===== src/rtl/instruction_fetch.sv =====
// Fetch stage plus IF/ID register: PC, synchronous SRAM request, one-entry skid
// buffer for stalls, and redirect flush to NOP.
module instruction_fetch #(
  parameter logic [31:0] RESET_PC  = 32'h0000_0000,
  parameter logic [31:0] NOP_INSTR = 32'h0000_0013
) (
  input  logic        clk,
  input  logic        rst,
  input  logic        stall,
  input  logic        redirect,
  input  logic [31:0] redirect_target,
  output logic        im_req,
  output logic [31:0] im_addr,
  input  logic [31:0] im_rdata,
  output logic        id_valid,
  output logic [31:0] id_instruction,
  output logic [31:0] id_pc,
  output logic [31:0] id_pc_plus4
);

  localparam int unsigned XLEN = 32;
  localparam logic [XLEN-1:0] WORD_MASK = ~XLEN'(3);
  localparam logic [XLEN-1:0] PC_STEP   = XLEN'(4);

  logic [XLEN-1:0] pc_q, pc_d;
  logic            pend_valid_q, pend_valid_d;
  logic [XLEN-1:0] pend_pc_q, pend_pc_d;
  logic            hold_valid_q, hold_valid_d;
  logic [XLEN-1:0] hold_instr_q, hold_instr_d;
  logic            id_valid_q, id_valid_d;
  logic [XLEN-1:0] id_instr_q, id_instr_d;
  logic [XLEN-1:0] id_pc_q, id_pc_d;

  assign im_req         = !rst && !stall && !redirect;
  assign im_addr        = pc_q;
  assign id_valid       = id_valid_q;
  assign id_instruction = id_instr_q;
  assign id_pc          = id_pc_q;
  assign id_pc_plus4    = id_pc_q + PC_STEP;

  // Redirect beats stall; stall captures the single in-flight response once.
  always_comb begin
    pc_d         = pc_q;
    pend_valid_d = pend_valid_q;
    pend_pc_d    = pend_pc_q;
    hold_valid_d = hold_valid_q;
    hold_instr_d = hold_instr_q;
    id_valid_d   = id_valid_q;
    id_instr_d   = id_instr_q;
    id_pc_d      = id_pc_q;
    if (redirect) begin
      pc_d         = redirect_target & WORD_MASK;
      pend_valid_d = 1'b0;
      hold_valid_d = 1'b0;
      id_valid_d   = 1'b0;
      id_instr_d   = NOP_INSTR;
    end else if (stall) begin
      if (pend_valid_q && !hold_valid_q) begin
        hold_instr_d = im_rdata;
        hold_valid_d = 1'b1;
      end
    end else begin
      pc_d         = pc_q + PC_STEP;
      pend_valid_d = 1'b1;
      pend_pc_d    = pc_q;
      id_valid_d   = pend_valid_q;
      id_pc_d      = pend_pc_q;
      id_instr_d   = hold_valid_q ? hold_instr_q : (pend_valid_q ? im_rdata : NOP_INSTR);
      hold_valid_d = 1'b0;
    end
  end

  always_ff @(posedge clk) begin
    if (rst) begin
      pc_q         <= RESET_PC & WORD_MASK;
      pend_valid_q <= 1'b0;
      pend_pc_q    <= '0;
      hold_valid_q <= 1'b0;
      hold_instr_q <= '0;
      id_valid_q   <= 1'b0;
      id_instr_q   <= NOP_INSTR;
      id_pc_q      <= '0;
    end else begin
      pc_q         <= pc_d;
      pend_valid_q <= pend_valid_d;
      pend_pc_q    <= pend_pc_d;
      hold_valid_q <= hold_valid_d;
      hold_instr_q <= hold_instr_d;
      id_valid_q   <= id_valid_d;
      id_instr_q   <= id_instr_d;
      id_pc_q      <= id_pc_d;
    end
  end

endmodule


===== config.mk =====
export PLATFORM = sky130hd
export DESIGN_NAME = instruction_fetch
export DESIGN_NICKNAME = d
export VERILOG_FILES = /design/src/rtl/instruction_fetch.sv
export SDC_FILE = /design/constraint.sdc
export NUM_CORES = 1
export LEC_CHECK = 0
export BUFFER_PORTS_ARGS = -buffer_cell sky130_fd_sc_hd__buf_2
export CORE_MARGIN = 5
export CORE_UTILIZATION = 47
export DETAILED_ROUTE_END_ITERATION = 6
export GPL_TIMING_DRIVEN = 0
export PLACE_DENSITY_LB_ADDON = 0.25
export SLEW_MARGIN = 20
export SYNTH_ARGS = -nofsm -noshare
export SYNTH_HDL_FRONTEND = slang
export SYNTH_SLANG_ARGS = --single-unit

===== constraint.sdc =====
create_clock -name clk -period 1.72 [get_ports clk]
set_input_delay 0.086 -clock clk [delete_from_list [all_inputs] [get_ports clk]]
set_output_delay 0.086 -clock clk [all_outputs]
set_load 0.01 [all_outputs]

# Word-level counts from Yosys, hierarchy flattened

Cells that the tools add are included.

Add/subtract/negate cells: 2
Multiply operators: 0
Divide/modulo/power cells: 0
$lt $le $gt $ge: 0
Equal/unequal tests: 1
Shifts and indexed selects: 0
Multiplexer cells: 4
Bitwise gates (word level): 2
Reduce and logical (&&, ||, !) cells: 11

Operator list:

| cell                  | number |
|---|---|
| $mux 32               | 4 |
| $add 32x3->32 const B | 2 |
| $logic_not 1->1       | 4 |
| $logic_and 1x1->1     | 3 |
| $reduce_and 3->1      | 1 |
| $reduce_or 3->1       | 1 |
| $ne 2x1->1 const B    | 1 |
| $not 1->1             | 2 |
| $reduce_and 2->1      | 1 |
| $reduce_or 2->1       | 1 |

Bits in registers: 163
Latch bits: 0
Bits in writable memories: 0
Memory bits (read-only): 0
Input bits: 68
Output and inout port bits: 130
Memories kept: 0

# Depth between registers and ports, before layout

Gate-level depths: netlist of run 1.

Depth after elaboration: 3
Mapped depth: 8

# Worst setup path before layout of run 1

Ideal clock, no wire load.

Path type: register to register
From: register pc_q[2], in the netlist im_addr[2]
To: register pc_q[20], in the netlist im_addr[20]
Setup time: 74 ps
Arrival time: 1,742 ps
Path slack: -96 ps
Cell stages (with the launch flop): 6
Period minus slack after synthesis: 1,816 ps
Path through: dfxtp_1 ha_1 and4_4 nand4_1 or4_1 a31oi_1

Word-level cells in the longest chain between the ends: 3

RTL lines:

| element                | line | RTL |
|---|---|---|
| from (decl)            | 25   | `logic [XLEN-1:0] pc_q, pc_d;` |
| from (signal assigned) | 75   | `pc_q <= RESET_PC & WORD_MASK;` |
| from (signal assigned) | 84   | `pc_q <= pc_d;` |
| $add 32x3->32          | 63   | `pc_d = pc_q + PC_STEP;` |
| $mux 32                | 57   | `end else if (stall) begin` |
| $mux 32                | 51   | `if (redirect) begin` |

No other way between the ends. The select of a mux whose other input is x is not followed.
A chain may end at the register's enable or synchronous reset.

# Worst setup path in the final report of run 1

From: register id_pc_q[4], in the netlist id_pc[4]
To: output port id_pc_plus4[31]

Word-level cells in the longest chain between the ends: 1

RTL lines:

| element                | line | RTL |
|---|---|---|
| from (decl)            | 32   | `logic [XLEN-1:0] id_pc_q, id_pc_d;` |
| from (signal assigned) | 91   | `id_pc_q <= id_pc_d;` |
| $add 32x3->32          | 39   | `assign id_pc_plus4 = id_pc_q + PC_STEP;` |
| to (decl)              | 18   | `output logic [31:0] id_pc_plus4` |

No other way between the ends.

==> impl_results.rst, run 1 <==
.. list-table::
   :header-rows: 1

   * - Metric
     - Value
   * - Run status
     - complete, but fails checks
   * - Violations in the final reports
     - negative setup slack
   * - Synth Area in Simple Gates
     - between 20% and 30%
   * - Cell area after placement
     - a little over 8000 um^2
   * - Inserted Diodes
     - 0
   * - Number of buffers between clock root and the deepest sink
     - 2
   * - Share of cells above drive strength 1
     - around 28%
   * - Die height
     - 131 um
   * - Chip Width
     - around 130 um
   * - Global-route wire length before repair
     - 34600 um
   * - Arrival time at the worst endpoint
     - ~1900 ps
   * - #FFs+latches synth
     - ~160
   * - Largest family of logic cells by synthesized area
     - simple AND/OR/NAND/NOR gates
   * - Drt total wl
     - 22400 um
   * - Mux cell area share after synthesis
     - 0.729%
   * - Fraction of synthesis flops using an asynchronous set or reset pin
     - 0%
   * - Static Leakage
     - 4.04 nW
   * - TritonCTS clock tree
     - yes
   * - Pin count of the biggest net entering global routing
     - 17
   * - Post-Synth XOR/XNOR Area
     - under 10%
   * - Number of rows created at floorplan
     - between 40 and 50
   * - Total power
     - roughly 8.3 mW
   * - Clock slew at the register clock pins of the worst setup and hold paths
     - approximately 60 ps
   * - Worst min-delay path category
     - in2reg
   * - Synth Area per Inst
     - 7.69 um^2
   * - Setup repair after global routing missed its margin
     - true
   * - Highest ir drop seen on vdd
     - between 0.0005 and 0.0006 V
   * - Category of the worst setup path launch point
     - flip-flop
   * - I/O Buffers
     - ~190
   * - Kind of end point of the critical path
     - output pin
   * - Area share of fa/ha/maj cells after synthesis
     - 0.364%
   * - Clock root buffer master
     - sky130_fd_sc_hd__clkbuf_16
   * - WHS
     - roughly 16 ps
   * - Post-layout minimum cycle time
     - just over 2000 ps
   * - Number of buffers inserted during clock tree synthesis
     - 17
   * - Highest attainable clock frequency
     - between 0.4 and 0.5 GHz
   * - Area of the placeable core
     - ~14000 um^2
   * - Max incr delay on CP
     - around 340 ps
   * - Worst setup skew after layout
     - between 6 and 7 ps
   * - Number of design-rule violations left by the first detailed-router iteration
     - 402
   * - Via density per instance
     - ~5.3
   * - Area of all placed cells without fillers
     - between 9000 and 10000 um^2
   * - Net count, final
     - around 1300
   * - RePlAce Congestion
     - 0.881
   * - FILL cells
     - ~1200
   * - Total negative slack for setup checks
     - -4700 ps
   * - Crit Path Class
     - reg2out
   * - Number of synthesized flops with an enable pin
     - 0
   * - Synthesis-to-layout area growth
     - 42.5%
   * - Compound-cell area share of the yosys netlist
     - ~16%
   * - H-tree lvl count
     - 4
   * - Tightest slew margin relative to the limit
     - 54.9%
   * - Required arrival time at the worst endpoint
     - roughly 1600 ps
   * - Critical-path cell list
     - and4_4 -> buf_6 -> and4bb_4 -> nand3_4 -> nor2_2 -> xor2_1 -> buf_2
   * - Number of synthesis warnings
     - 0
   * - Via count of the first global-routing pass
     - roughly 7000
   * - Post-layout worst setup margin
     - -300 ps
   * - Routed wire length per instance
     - ~16 um
   * - Post-route clock period utilization
     - 117%
   * - Initial Util
     - ~48%
   * - Via count of the routed design
     - roughly 7400
   * - Insertion delay of the later-clocked pin in the worst-skew pair
     - about 420 ps
   * - Grt ovf
     - 0
   * - Synth unique cells
     - 47
   * - Total Die Area
     - 17100 um^2
   * - Maximum fanout encountered on the critical timing path
     - 4
   * - Worst Max-Slew Pin Slew
     - 676 ps
   * - DRC errors left
     - 0
   * - Remaining number of nets flagged by the antenna check after routing
     - 0
   * - First-pass iteration count of the detailed router
     - 5
   * - Synth Cell Area
     - ~6900 um^2
   * - Slowest stage cell on the critical path
     - sky130_fd_sc_hd__dfxtp_4
   * - Tot GR Track Use
     - 25.5%
   * - Sink count of the clock tree
     - roughly 160
   * - Share of synthesized area occupied by flip-flops and latches
     - about 46%
   * - Count of pins over their slew limit
     - 0
   * - Cells after synthesis
     - between 800 and 900
   * - Power per cell area
     - between 800 and 900 nW/um^2
   * - Number of max-capacitance violations reported
     - 0
   * - Most used flip-flop cell after synthesis
     - sky130_fd_sc_hd__dfxtp_1
   * - I/O pins
     - between 150 and 200
   * - Detailed Place HPWL
     - 14700 um
   * - Initial antenna violation count
     - 0
   * - Number of endpoints with negative hold slack in the final report
     - 0
   * - Setup violators final
     - 24
==> power breakdown <==
group | total (mW) | switching (mW) | internal, mW
Combinational | 0.819 | 0.466 | 0.353
Clock | 3.67 | 1.46 | 2.21
Sequential | 3.82 | 0.103 | 3.72
Total | 8.32 | 2.03 | 6.28
==> cell usage after synthesis, types with 3 or more instances <==
| library cell | count | area [um^2] |
|---|---|---|
| sky130_fd_sc_hd__nand2_1 | 223 | 837 |
| sky130_fd_sc_hd__a21oi_1 | 135 | 676 |
| sky130_fd_sc_hd__nor2_1 | 92 | 345 |
| sky130_fd_sc_hd__clkbuf_1 | 57 | 214 |
| sky130_fd_sc_hd__o22ai_1 | 3 | 18.8 |
| sky130_fd_sc_hd__o21ai_0 | 7 | 35.0 |
| sky130_fd_sc_hd__xnor2_1 | 31 | 272 |
| sky130_fd_sc_hd__buf_4 | 7 | 52.6 |
| sky130_fd_sc_hd__a311oi_1 | 3 | 26.3 |
| sky130_fd_sc_hd__mux2i_1 | 5 | 50.1 |
| sky130_fd_sc_hd__a22oi_1 | 26 | 195 |
| sky130_fd_sc_hd__xor2_1 | 18 | 158 |
| sky130_fd_sc_hd__dfxtp_1 | 157 | 3140 |
| sky130_fd_sc_hd__or3_1 | 4 | 25.0 |
| sky130_fd_sc_hd__or4_1 | 3 | 22.5 |
| sky130_fd_sc_hd__inv_1 | 5 | 18.8 |
| sky130_fd_sc_hd__and3_1 | 10 | 62.6 |
| sky130_fd_sc_hd__buf_1 | 4 | 15.0 |
| sky130_fd_sc_hd__a211oi_1 | 13 | 97.6 |
| sky130_fd_sc_hd__nor3_1 | 4 | 20.0 |
| sky130_fd_sc_hd__a31oi_1 | 3 | 18.8 |
| sky130_fd_sc_hd__nand3_1 | 25 | 125 |
| sky130_fd_sc_hd__o211ai_1 | 4 | 30.0 |
| sky130_fd_sc_hd__nand4_1 | 18 | 113 |
| sky130_fd_sc_hd__and4_1 | 8 | 70.1 |
==> through the flow <==
stage | worst slack, ps | util [%] | std cells
finish | -300 | 67.8 | 1391
global placement | -184 | 55.9 | 1269
floorplan | 6.44 | - | 898
global route | -382 | 67.8 | 1391
CTS | -305 | 66.7 | 1385
detailed placement | -223 | 55.9 | 1269
==> metal layers <==
layer  part of all wire [%]  routed length, um  vias to the layer above  global-route usage [%]
met2                     48              10700                      323                    43.2
met4                    3.1                686                        0                    11.5
met5                      0                  0                        -                       0
met3                    8.2               1820                       56                    5.61
li1                       -                  -                     3633                       -
met1                     41               9140                     3394                    31.0
==> layout make-up <==
cell class	count	area, um^2	area share [%]
plain buffers	67	295	3.02
clock buffers	22	464	4.74
clock inverters	10	113	1.15
inverters	6	22.5	0.230
multi-input cells	665	3630	37.1
flip-flops and latches	157	3230	33.0
well taps	184	230	2.35
repair buffers	280	1800	18.4
==> cell usage in the layout, fill, tap and decap left out, types with 4 or more instances in the layout <==
cell | synthesis | routed
sky130_fd_sc_hd__buf_6 | 1 | 6
sky130_fd_sc_hd__nor3_1 | 4 | 4
sky130_fd_sc_hd__o211ai_1 | 4 | 4
sky130_fd_sc_hd__xnor2_1 | 31 | 27
sky130_fd_sc_hd__clkbuf_1 | 57 | 50
sky130_fd_sc_hd__clkbuf_2 | 0 | 7
sky130_fd_sc_hd__dfxtp_4 | 0 | 17
sky130_fd_sc_hd__nor2_1 | 92 | 86
sky130_fd_sc_hd__and4_4 | 1 | 5
sky130_fd_sc_hd__inv_1 | 5 | 5
sky130_fd_sc_hd__and4_1 | 8 | 4
sky130_fd_sc_hd__dlygate4sd3_1 | 0 | 59
sky130_fd_sc_hd__xnor2_2 | 0 | 4
sky130_fd_sc_hd__nand2_1 | 223 | 219
sky130_fd_sc_hd__o21ai_0 | 7 | 7
sky130_fd_sc_hd__mux2i_1 | 5 | 5
sky130_fd_sc_hd__conb_1 | 1 | 6
sky130_fd_sc_hd__clkinv_2 | 0 | 4
sky130_fd_sc_hd__nand4_1 | 18 | 18
sky130_fd_sc_hd__a211oi_1 | 13 | 12
sky130_fd_sc_hd__a22oi_1 | 26 | 26
sky130_fd_sc_hd__buf_1 | 4 | 4
sky130_fd_sc_hd__xor2_1 | 18 | 18
sky130_fd_sc_hd__buf_4 | 7 | 35
sky130_fd_sc_hd__a21oi_1 | 135 | 135
sky130_fd_sc_hd__dfxtp_1 | 157 | 123
sky130_fd_sc_hd__dfxtp_2 | 0 | 17
sky130_fd_sc_hd__buf_2 | 1 | 188
sky130_fd_sc_hd__and3_1 | 10 | 7
sky130_fd_sc_hd__nand3_1 | 25 | 21
sky130_fd_sc_hd__clkbuf_16 | 0 | 17
==> worst paths after layout <==
kind	startpoint	to	slack (ps)	cells after the start
hold reg to reg	pend_pc_q[8]	id_pc[8]	450	2
hold / removal	redirect_target[28]	im_addr[28]	20	4
setup reg to reg	im_addr[12]	im_addr[20]	-10	5
setup / recovery	id_pc[4]	id_pc_plus4[31]	-300	7
==> registers in the layout, indices dropped and copies added (netlist names) <==
name	count
hold_instr_q	32
id_instruction	32
id_pc	30
im_addr	30
pend_pc_q	30
hold_valid_q	1
id_valid	1
pend_valid_q	1
==> critical path: cells and delay by family, from the launching register on <==
family        cells  cell delay (ps)
simple gates      4              770
flops             1              340
buf+inv           2              250
xor+xnor          1              150
==> kinds of logic after synthesis <==
logic type / count (synthesis)
muxes: 5
adders and majority gates: 2
other: 1
DFF: 157
and+or+nand+nor: 405
xor gates and xnor gates: 49
buffers and inverters: 76
AOI/OAI and AO/OA: 198
==> repair_timing <==
action / CTS / global route
gates resized for setup: 75 / 33
hold buffers: 59 / 0
buffers inserted: 27 / 9
endpoints found under the hold margin: 60 / 0
pin swaps: 22 / 19
setup endpoints to repair: 78 / 81
Note: power is estimated with default switching activity, not from simulation.
==> run 2, diff against run 1 <==
--- a/config.mk
+++ b/config.mk
@@ -11,6 +11,7 @@
 export DETAILED_ROUTE_END_ITERATION = 6
 export GPL_TIMING_DRIVEN = 0
 export PLACE_DENSITY_LB_ADDON = 0.25
+export SKIP_CTS_REPAIR_TIMING = 1
 export SLEW_MARGIN = 20
 export SYNTH_ARGS = -nofsm -noshare
 export SYNTH_HDL_FRONTEND = slang
==> run 2 against run 1 <==
The flow finishes with violations (negative hold slack, negative setup slack). First-iteration DRC count is 2.0% lower. Highest routed layer unchanged. Combinational power is 2% lower. Hold slack worse by 57 ps. Largest cell class unchanged.
==> impl_results.rst, run 2 (same netlist as run 1, synthesis figures left out) <==
.. list-table::
   :header-rows: 1

   * - Metric
     - Value
   * - Post-layout minimum cycle time
     - about 2100 ps
   * - Total Die Area
     - 17100 um^2
   * - Total negative slack for setup checks
     - -5420 ps
   * - Category of the worst setup path launch point
     - flip-flop
   * - I/O Buffers
     - about 190
   * - Routed wire length per instance
     - between 15 and 20 um
   * - Clock root buffer master
     - sky130_fd_sc_hd__clkbuf_16
   * - Cell area after placement
     - 8070 um^2
   * - Required arrival time at the worst endpoint
     - ~1600 ps
   * - Share of cells above drive strength 1
     - 29.1%
   * - Most frequent cells in the layout
     - sky130_fd_sc_hd__nand2_1 (216), sky130_fd_sc_hd__buf_2 (189), sky130_fd_sc_hd__a21oi_1 (135)
   * - Detailed Place HPWL
     - ~15000 um
   * - Chip Width
     - approximately 130 um
   * - Number of buffers inserted during clock tree synthesis
     - 17
   * - Remaining number of nets flagged by the antenna check after routing
     - 0
   * - H-tree lvl count
     - 4
   * - Start of the worst register-to-register path
     - im_addr[10]
   * - Tightest slew margin relative to the limit
     - approximately 53%
   * - Maximum fanout encountered on the critical timing path
     - 7
   * - Clock slew at the register clock pins of the worst setup and hold paths
     - 60 ps
   * - Setup violators final
     - 23
   * - Via count of the routed design
     - between 7000 and 8000
   * - Post-layout worst setup margin
     - -396 ps
   * - Total power
     - around 8.3 mW
   * - Worst Max-Slew Pin Slew
     - 702 ps
   * - Global-route wire length before repair
     - around 31000 um
   * - RePlAce Congestion
     - slightly below 0.9
   * - Initial Util
     - between 40% and 50%
   * - Worst min-delay path category
     - in2reg
   * - First-pass iteration count of the detailed router
     - 5
   * - Run status
     - complete, but fails checks
   * - DRC errors left
     - 0
   * - Count of pins over their slew limit
     - 0
   * - Via count of the first global-routing pass
     - 6369
   * - Layout Utilization
     - about 68%
   * - GR Util met3
     - roughly 6.8%
   * - Busiest metal layer after global routing
     - met2
   * - Die height
     - roughly 130 um
   * - Pre-CTS setup slack
     - -223 ps
   * - Initial antenna violation count
     - 0
   * - Grt ovf
     - 0
   * - I/O pins
     - 198
   * - Number of max-capacitance violations reported
     - 0
   * - Critical-path cell list
     - and4_4 -> and3_4 -> nor3b_4 -> buf_6 -> nand4_1 -> xnor2_1 -> buf_2
   * - Area of the placeable core
     - 14400 um^2
   * - Slowest stage cell on the critical path
     - sky130_fd_sc_hd__dfxtp_4
   * - Inserted Diodes
     - 0
   * - Highest attainable clock frequency
     - 0.472 GHz
   * - Most common cell after layout, fill and taps aside
     - sky130_fd_sc_hd__nand2_1
   * - Hold Path Origin
     - redirect_target[12]
   * - TritonCTS clock tree
     - yes
   * - Crit Path Class
     - reg2out
   * - Area of all placed cells without fillers
     - approximately 9800 um^2
   * - Power per cell area
     - ~850 nW/um^2
   * - Number of design-rule violations left by the first detailed-router iteration
     - between 300 and 400
   * - Max incr delay on CP
     - around 360 ps
   * - Post-route clock period utilization
     - 123%
   * - Setup repair after global routing missed its margin
     - true
   * - Net count, final
     - ~1300
   * - Violations in the final reports
     - negative hold slack, negative setup slack
   * - Worst setup skew after layout
     - ~8.0 ps
   * - Drt total wl
     - between 20000 and 25000 um
   * - Tot GR Track Use
     - 23.1%
   * - Kind of end point of the critical path
     - output pin
   * - Source of the critical timing path
     - id_pc[7]
   * - Insertion delay of the later-clocked pin in the worst-skew pair
     - ~420 ps
   * - Highest ir drop seen on vdd
     - between 0.0005 and 0.0006 V
   * - Sink count of the clock tree
     - around 160
   * - Pin count of the biggest net entering global routing
     - 17
   * - Met1 track utilization from global routing
     - between 20% and 30%
   * - Static Leakage
     - slightly above 4 nW
   * - Arrival time at the worst endpoint
     - roughly 2000 ps
   * - Synthesis-to-layout area growth
     - 42.9%
   * - Via density per instance
     - around 5.3
   * - WHS
     - -40.2 ps
   * - Number of endpoints with negative hold slack in the final report
     - 4
   * - Number of rows created at floorplan
     - 44
   * - Met2 Resource Use GR
     - a little under two fifths
   * - Number of buffers between clock root and the deepest sink
     - 2
==> run 2: power by group <==
part           internal, mW  switching [mW]
clock network          2.21            1.47
logic                 0.354           0.453
registers              3.72           0.115
total                  6.28            2.03
==> run 2: worst paths after layout <==
check                    end  slack [ps]  depth (start not counted)
max          id_pc_plus4[26]        -400                          7
min              im_addr[12]         -40                          3
max reg2reg      im_addr[20]         -40                          5
min reg2reg         id_pc[8]         450                          2
==> run 2: layout make-up <==
cell class | instances | area, um^2
Clock buffer | 22 | 464
Buffer | 67 | 293
Fill cell | 1158 | 4620
Inverter | 6 | 22.5
Tap cell | 184 | 230
Sequential cell | 157 | 3230
Clock inverter | 10 | 113
Timing Repair Buffer | 284 | 1830
Multi-Input combinational cell | 665 | 3630
==> run 2: per-stage QoR <==
| step | hold slack (ps) | std cells |
|---|---|---|
| global placement | 321 | 1269 |
| detailed placement | 325 | 1269 |
| floorplan | 222 | 898 |
| global route | -14.1 | 1395 |
| finish | -40.2 | 1395 |
| CTS | -118 | 1301 |
==> run 2: critical path, delay by kind of cell, from the launching register on <==
family / cells / cell delay [ps]
simple gates: 4 / 790
flops: 1 / 360
buf+inv: 2 / 300
xor+xnor: 1 / 160
==> run 2: routing by layer <==
metal,vias to the layer above,wire length (um)
met2,312,10500
li1,3634,-
met5,-,0
met4,0,716
met1,3358,9050
met3,60,1820
